**config.mk**
```make
export PLATFORM = sky130hd
export DESIGN_NAME = frame_scheduler
export DESIGN_NICKNAME = d
export VERILOG_FILES = /design/src/rtl/bs_frame_pkg.sv /design/src/rtl/frame_scheduler_speed_level_ctrl.sv /design/src/rtl/frame_scheduler.sv
export SDC_FILE = /design/constraint.sdc
export NUM_CORES = 1
export LEC_CHECK = 0
export CORE_AREA = 5 5 119 93
export CTS_CLUSTER_SIZE = 16
export DETAILED_ROUTE_END_ITERATION = 10
export DIE_AREA = 0 0 124 98
export PLACE_DENSITY = 0.51
export REMOVE_ABC_BUFFERS = 1
export SYNTH_ARGS = -nofsm -noshare
export SYNTH_HDL_FRONTEND = slang
export SYNTH_HIERARCHICAL = 1
export SYNTH_SLANG_ARGS = --single-unit
```
**constraint.sdc**
```tcl
create_clock -name clk -period 4.75 [get_ports clk]
set_clock_uncertainty 0.2 [all_clocks]
set_input_delay 0.95 -clock clk [delete_from_list [all_inputs] [get_ports clk]]
set_output_delay 0.95 -clock clk [all_outputs]
set_load 0.05 [all_outputs]
```
**src/rtl/bs_frame_pkg.sv**
```systemverilog
// Shared definitions for the frame scheduler: FSM state encoding, default
// speed parameters and the fps_count reload function.
package bs_frame_pkg;

    typedef enum logic [2:0] {
        IDLE      = 3'd0,
        WAIT_TICK = 3'd1,
        ERASE     = 3'd2,
        UPDATE    = 3'd3,
        DRAW      = 3'd4
    } frame_state_t;

    localparam logic [31:0] FPS_BASE_DEFAULT   = 32'd833332;
    localparam logic [31:0] FPS_STEP_DEFAULT   = 32'd83333;
    localparam logic [31:0] FPS_MIN_DEFAULT    = 32'd166666;
    localparam int          NUM_LEVELS_DEFAULT = 8;
    localparam int          LEVEL_OUT_W        = 3;

    // Reload value for a speed level: base minus level*step, floored at the
    // minimum. An underflowing subtraction also lands on the floor.
    function automatic logic [31:0] fps_reload(
        input logic [31:0] lvl,
        input logic [31:0] base,
        input logic [31:0] step,
        input logic [31:0] floor_val
    );
        logic [31:0] prod;
        logic [31:0] diff;
        prod = lvl * step;
        diff = base - prod;
        if (prod > base) begin
            return floor_val;
        end else if (diff < floor_val) begin
            return floor_val;
        end else begin
            return diff;
        end
    endfunction

endpackage

```
**src/rtl/frame_scheduler_speed_level_ctrl.sv**
```systemverilog
// Speed level register and the registered reload value derived from it.
// fps_count follows level with one cycle of latency.
module speed_level_ctrl
    import bs_frame_pkg::*;
#(
    parameter logic [31:0] FPS_BASE   = FPS_BASE_DEFAULT,
    parameter logic [31:0] FPS_STEP   = FPS_STEP_DEFAULT,
    parameter logic [31:0] FPS_MIN    = FPS_MIN_DEFAULT,
    parameter int          NUM_LEVELS = NUM_LEVELS_DEFAULT
) (
    input  logic                   clk,
    input  logic                   resetn,
    input  logic                   level_up,
    input  logic                   level_rst,
    output logic [LEVEL_OUT_W-1:0] level,
    output logic [31:0]            fps_count
);

    localparam int LEVEL_W = (NUM_LEVELS > 1) ? $clog2(NUM_LEVELS) : 1;
    localparam logic [LEVEL_W-1:0] LEVEL_MAX = LEVEL_W'(NUM_LEVELS - 1);

    logic [LEVEL_W-1:0] level_q;

    // Level steps up to its ceiling on level_up; level_rst wins and returns to 0.
    always_ff @(posedge clk) begin
        if (!resetn) begin
            level_q   <= '0;
            fps_count <= FPS_BASE;
        end else begin
            if (level_rst) begin
                level_q <= '0;
            end else if (level_up && (level_q != LEVEL_MAX)) begin
                level_q <= level_q + LEVEL_W'(1);
            end
            fps_count <= fps_reload(32'(level_q), FPS_BASE, FPS_STEP, FPS_MIN);
        end
    end

    // Zero-extend the internal level to the fixed-width output.
    always_comb begin
        level                = '0;
        level[LEVEL_W-1:0]   = level_q;
    end

endmodule

```
**src/rtl/frame_scheduler.sv**
```systemverilog
// Per-frame sequencer: one erase -> update -> draw pass per frame tick,
// with one tick of buffering (pending) and overrun detection.
// Optional feature macro: FRAME_OVERRUN_CNT_EN builds the 8-bit saturating
// dropped-tick counter; without it overrun_cnt is tied to 0.
module frame_scheduler
    import bs_frame_pkg::*;
#(
    parameter logic [31:0] FPS_BASE   = FPS_BASE_DEFAULT,
    parameter logic [31:0] FPS_STEP   = FPS_STEP_DEFAULT,
    parameter logic [31:0] FPS_MIN    = FPS_MIN_DEFAULT,
    parameter int          NUM_LEVELS = NUM_LEVELS_DEFAULT
) (
    input  logic                   clk,
    input  logic                   resetn,
    input  logic                   run,
    input  logic                   enable_frame,
    input  logic                   erase_done,
    input  logic                   draw_done,
    input  logic                   level_up,
    input  logic                   level_rst,
    output logic                   delay_en,
    output logic [31:0]            fps_count,
    output logic                   erase_req,
    output logic                   update_en,
    output logic                   draw_req,
    output logic [LEVEL_OUT_W-1:0] level,
    output logic                   frame_overrun,
    output logic [7:0]             overrun_cnt
);

    frame_state_t state;
    logic         pending;
    logic         busy;
    logic         consume;
    logic         tick_dropped;

    speed_level_ctrl #(
        .FPS_BASE   (FPS_BASE),
        .FPS_STEP   (FPS_STEP),
        .FPS_MIN    (FPS_MIN),
        .NUM_LEVELS (NUM_LEVELS)
    ) u_speed (
        .clk       (clk),
        .resetn    (resetn),
        .level_up  (level_up),
        .level_rst (level_rst),
        .level     (level),
        .fps_count (fps_count)
    );

    // A tick is lost when one is already buffered and not being consumed now.
    always_comb begin
        busy         = (state == ERASE) || (state == UPDATE) || (state == DRAW);
        consume      = (state == DRAW) && draw_done && pending;
        tick_dropped = busy && enable_frame && pending && !consume;
    end

    // Frame sequencer with registered request/pulse outputs and the pending tick.
    always_ff @(posedge clk) begin
        if (!resetn) begin
            state     <= IDLE;
            erase_req <= 1'b0;
            update_en <= 1'b0;
            draw_req  <= 1'b0;
            delay_en  <= 1'b0;
            pending   <= 1'b0;
        end else begin
            delay_en  <= run;
            update_en <= 1'b0;
            case (state)
                IDLE: begin
                    pending <= 1'b0;
                    if (run) begin
                        state <= WAIT_TICK;
                    end
                end
                WAIT_TICK: begin
                    if (!run) begin
                        state   <= IDLE;
                        pending <= 1'b0;
                    end else if (enable_frame || pending) begin
                        state     <= ERASE;
                        erase_req <= 1'b1;
                        pending   <= pending && enable_frame;
                    end
                end
                ERASE: begin
                    if (enable_frame) begin
                        pending <= 1'b1;
                    end
                    if (erase_done) begin
                        state     <= UPDATE;
                        erase_req <= 1'b0;
                        update_en <= 1'b1;
                    end
                end
                UPDATE: begin
                    if (enable_frame) begin
                        pending <= 1'b1;
                    end
                    state    <= DRAW;
                    draw_req <= 1'b1;
                end
                DRAW: begin
                    if (draw_done) begin
                        draw_req <= 1'b0;
                        pending  <= enable_frame;
                        if (pending) begin
                            state     <= ERASE;
                            erase_req <= 1'b1;
                        end else begin
                            state <= WAIT_TICK;
                        end
                    end else if (enable_frame) begin
                        pending <= 1'b1;
                    end
                end
                default: begin
                    state     <= IDLE;
                    erase_req <= 1'b0;
                    draw_req  <= 1'b0;
                    pending   <= 1'b0;
                end
            endcase
        end
    end

    // Sticky overrun flag; a drop in the same cycle as level_rst still registers.
    always_ff @(posedge clk) begin
        if (!resetn) begin
            frame_overrun <= 1'b0;
        end else begin
            frame_overrun <= tick_dropped || (frame_overrun && !level_rst);
        end
    end

`ifdef FRAME_OVERRUN_CNT_EN
    logic [7:0] overrun_q;

    // Saturating count of dropped ticks, cleared together with the level.
    always_ff @(posedge clk) begin
        if (!resetn) begin
            overrun_q <= 8'd0;
        end else if (level_rst) begin
            overrun_q <= tick_dropped ? 8'd1 : 8'd0;
        end else if (tick_dropped && (overrun_q != 8'hFF)) begin
            overrun_q <= overrun_q + 8'd1;
        end
    end

    assign overrun_cnt = overrun_q;
`else
    assign overrun_cnt = 8'd0;
`endif

endmodule

```
==> results.cfg <==
[detailed_routing]
drt_iter0_drc = 66
met1Wirelength_mm = 2.793
routed_wl_mm = 5.877
via_per_inst = 4.674
highest_layer = met4
wl_met2_mm = 2.517
vias = 2066
first_pass_iters = 4
ant_nets = 0
drc_errors = 0
wl_per_cell_um = 13.30
wl_met3_um = 480

[critical_path]
worstPathRequired_ns = 4.67
critPathCapture = u_speed/fps_count[0]
cp.arrival_ns = 3.77
worstSetupPathType = reg2reg
r2r_end = u_speed/fps_count[0]
critPathLaunch = u_speed/level[2]
path_max_fanout = 19
crit-reg2reg-launch = u_speed/level[2]
rrSetupSlack_ns = 0.90
start_kind = flop
r2r_cells = 9
endpoint_kind = flop

[cts]
cts_root_buf = clkbuf_16
cts_buffers = 5
cts_tree = done
htree_num_levels = 2
cts_num_sinks = 33
clockBufferDepth = 2
path_clk_slew_ns = 0.05
postCtsSetupBuffers = 0
post_cts_resized = 0
cts-hold-fix-buffers = 0
worst_skew_pair.late_latency_ns = 0.28

[sta]
tightest_slew_ns = 0.7413
setup_ws_ns = 0.9025
min_period_ns = 3.847
setup_violations = 0
clock.fmax_mhz = 259.9
rsz0062_at_grt = no
fin_crit_sh_pct = 81.00
hold_viol_final = 0
slew_headroom_pct = 50.37
maxSlewViolCount = 0

[finish]
diodes = 0
fin_area_um2 = 3013
fin_util_pct = 30.47
nets = 326
drive_above_1_share_pct = 7.843
area_growth_pct = 26.27

[yosys]
yosysMostFrequentCell = dfxtp_1
synth.lib_cells_used.distinct = 61
synth_top_area_share_pct = 27.69
yosysTopAreaCell = dfxtp_1
synth-seq-cells = 33
synthFlopType = dfxtp_1
synthTopCellsByArea = dfxtp_1 28%, ha_1 6.8%, buf_4 6.6%, xnor2_1 3.3%, a21oi_1 2.9%
syn_inst = 276
synthArstFlopShare_pct = 0
synth_edf_count = 0
synth_top_cells_by_count = 33 x dfxtp_1, 21 x buf_4, 16 x nand2_1, 15 x nor2_1, 14 x a21oi_1
syn_avg_cell_area_um2 = 8.645
netlist_area_um2 = 2386
ys_seq_area_share_pct = 27.69
yosysWarnings = 6

[place]
dp_hpwl_mm = 4.433
io_buffers = 47
place_ws_ns = 0.9056
dpl-instance-area_um2 = 2840
gp_congestion = 0.8971

[grt]
grt_max_degree = 22
overflow = 0
grt_pass1_vias = 2004
grt_usage_pct = 10.21
grt_first_pass_wirelength_mm = 9.963
antenna_found_initial = 0

[outcome]
status = finished clean

[floorplanning]
die_y_um = 98
start_util_pct = 24.13
rows = 32
core-area_um2 = 9889
dieWidth_um = 124
ios = 56
dieArea_um2 = 12150

[hold_path]
min-delay-path-class = reg2reg

[power]
total_power_uw = 809.7
p_per_area_nw_per_um2 = 268.7
peakVddDrop_mv = 0.1407
leakage_uw = 0.001109

[job]
drv_cap = 0
==> report_power, final <==
group / leakage (µW) / internal, µW / switching, µW / total [µW]
logic: 0.000756 / 47.0 / 86.1 / 133
clock network: 0.0000841 / 261 / 110 / 371
registers: 0.000269 / 289 / 16.7 / 305
total: 0.00111 / 597 / 213 / 810
==> sequential cells by signal, indices dropped and copies added, names as in the netlist <==
signal             flops
update_en              1
u_speed/level          3
pending                1
erase_req              1
draw_req               1
frame_overrun          1
u_speed/fps_count     21
state                  3
delay_en               1
==> worst min-delay path by stage <==
stage / startpoint / endpoint / slack (ns) / cells after the start
6_report: erase_req / erase_req / 0.27 / 2
5_1_grt: erase_req / erase_req / 0.30 / 2
4_1_cts: erase_req / erase_req / 0.28 / 2
3_5_place_dp: erase_req / erase_req / 0.26 / 2
3_3_place_gp: erase_req / erase_req / 0.26 / 2
2_1_floorplan: state[1] / state[1] / 0.37 / 2
==> layout by cell type, fill, tap and decap left out, types with 4 or more instances in the layout <==
cell and instances:
clkbuf_16 5, clkdlybuf4s50_1 47, a211oi_1 6, o21ai_0 12, conb_1 9, buf_4 4, nor3_1 9, a31oi_1 5
o21a_1 5, and2_1 6, nand3_1 8, nor2b_1 7, ha_1 13, nand2_1 16, xnor2_1 9, a21oi_1 14
a211o_1 4, dfxtp_1 33, a2111oi_1 4, inv_1 8, nand2b_1 6, a21o_1 4, nor2_1 15, xor2_1 5
==> through the flow <==
| step | TNS, ns | cells | hold WS (ns) |
|---|---|---|---|
| 5_1_grt | 0 | 442 | 0.3022 |
| 6_report | 0 | 442 | 0.2711 |
| 3_3_place_gp | 0 | 434 | 0.2596 |
| 2_1_floorplan | -6.360 | 247 | 0.3652 |
| 4_1_cts | 0 | 442 | 0.2766 |
| 3_5_place_dp | 0 | 434 | 0.2610 |
==> cell type report <==
cell class,count,area [µm²]
Fill cell,1066,6877
Multi-Input combinational cell,206,1479
Sequential cell,33,660.6
Timing Repair Buffer,51,500.5
Tap cell,136,170.2
Clock buffer,7,142.6
Clock inverter,1,30.03
Inverter,8,30.03
==> cell families (layout without fill, tap and decap cells) <==
| group | Yosys count | after routing | synth area share [%] |
|---|---|---|---|
| AOI/OAI and AO/OA | 80 | 80 | 24.59 |
| buffers and inverters | 44 | 67 | 11.43 |
| adders and majority gates | 14 | 14 | 7.289 |
| other | 2 | 9 | 0.3147 |
| DFF | 33 | 33 | 27.69 |
| xor gates and xnor gates | 17 | 17 | 8.128 |
| and+or+nand+nor | 85 | 85 | 20.14 |
| muxes | 1 | 1 | 0.4195 |
==> per-layer routing <==
| metal | global-route usage (%) | vias to the layer above |
|---|---|---|
| li1 | - | 1027 |
| met1 | 13.91 | 956 |
| met2 | 14.62 | 74 |
| met3 | 4.053 | 9 |
| met4 | 3.451 | 0 |
| met5 | 0 | - |
==> critical path, cell delays in order, from the launching register on <==
cell	delay [ns]
dfxtp_1	0.54
ha_1	0.54
xor2_1	0.24
ha_1	0.37
and3_1	0.24
nor2b_1	0.15
o311a_1	0.33
a31oi_1	0.21
nor4b_4	0.66
a2111oi_1	0.20
No activity file was read; power rests on OpenSTA's default activity.
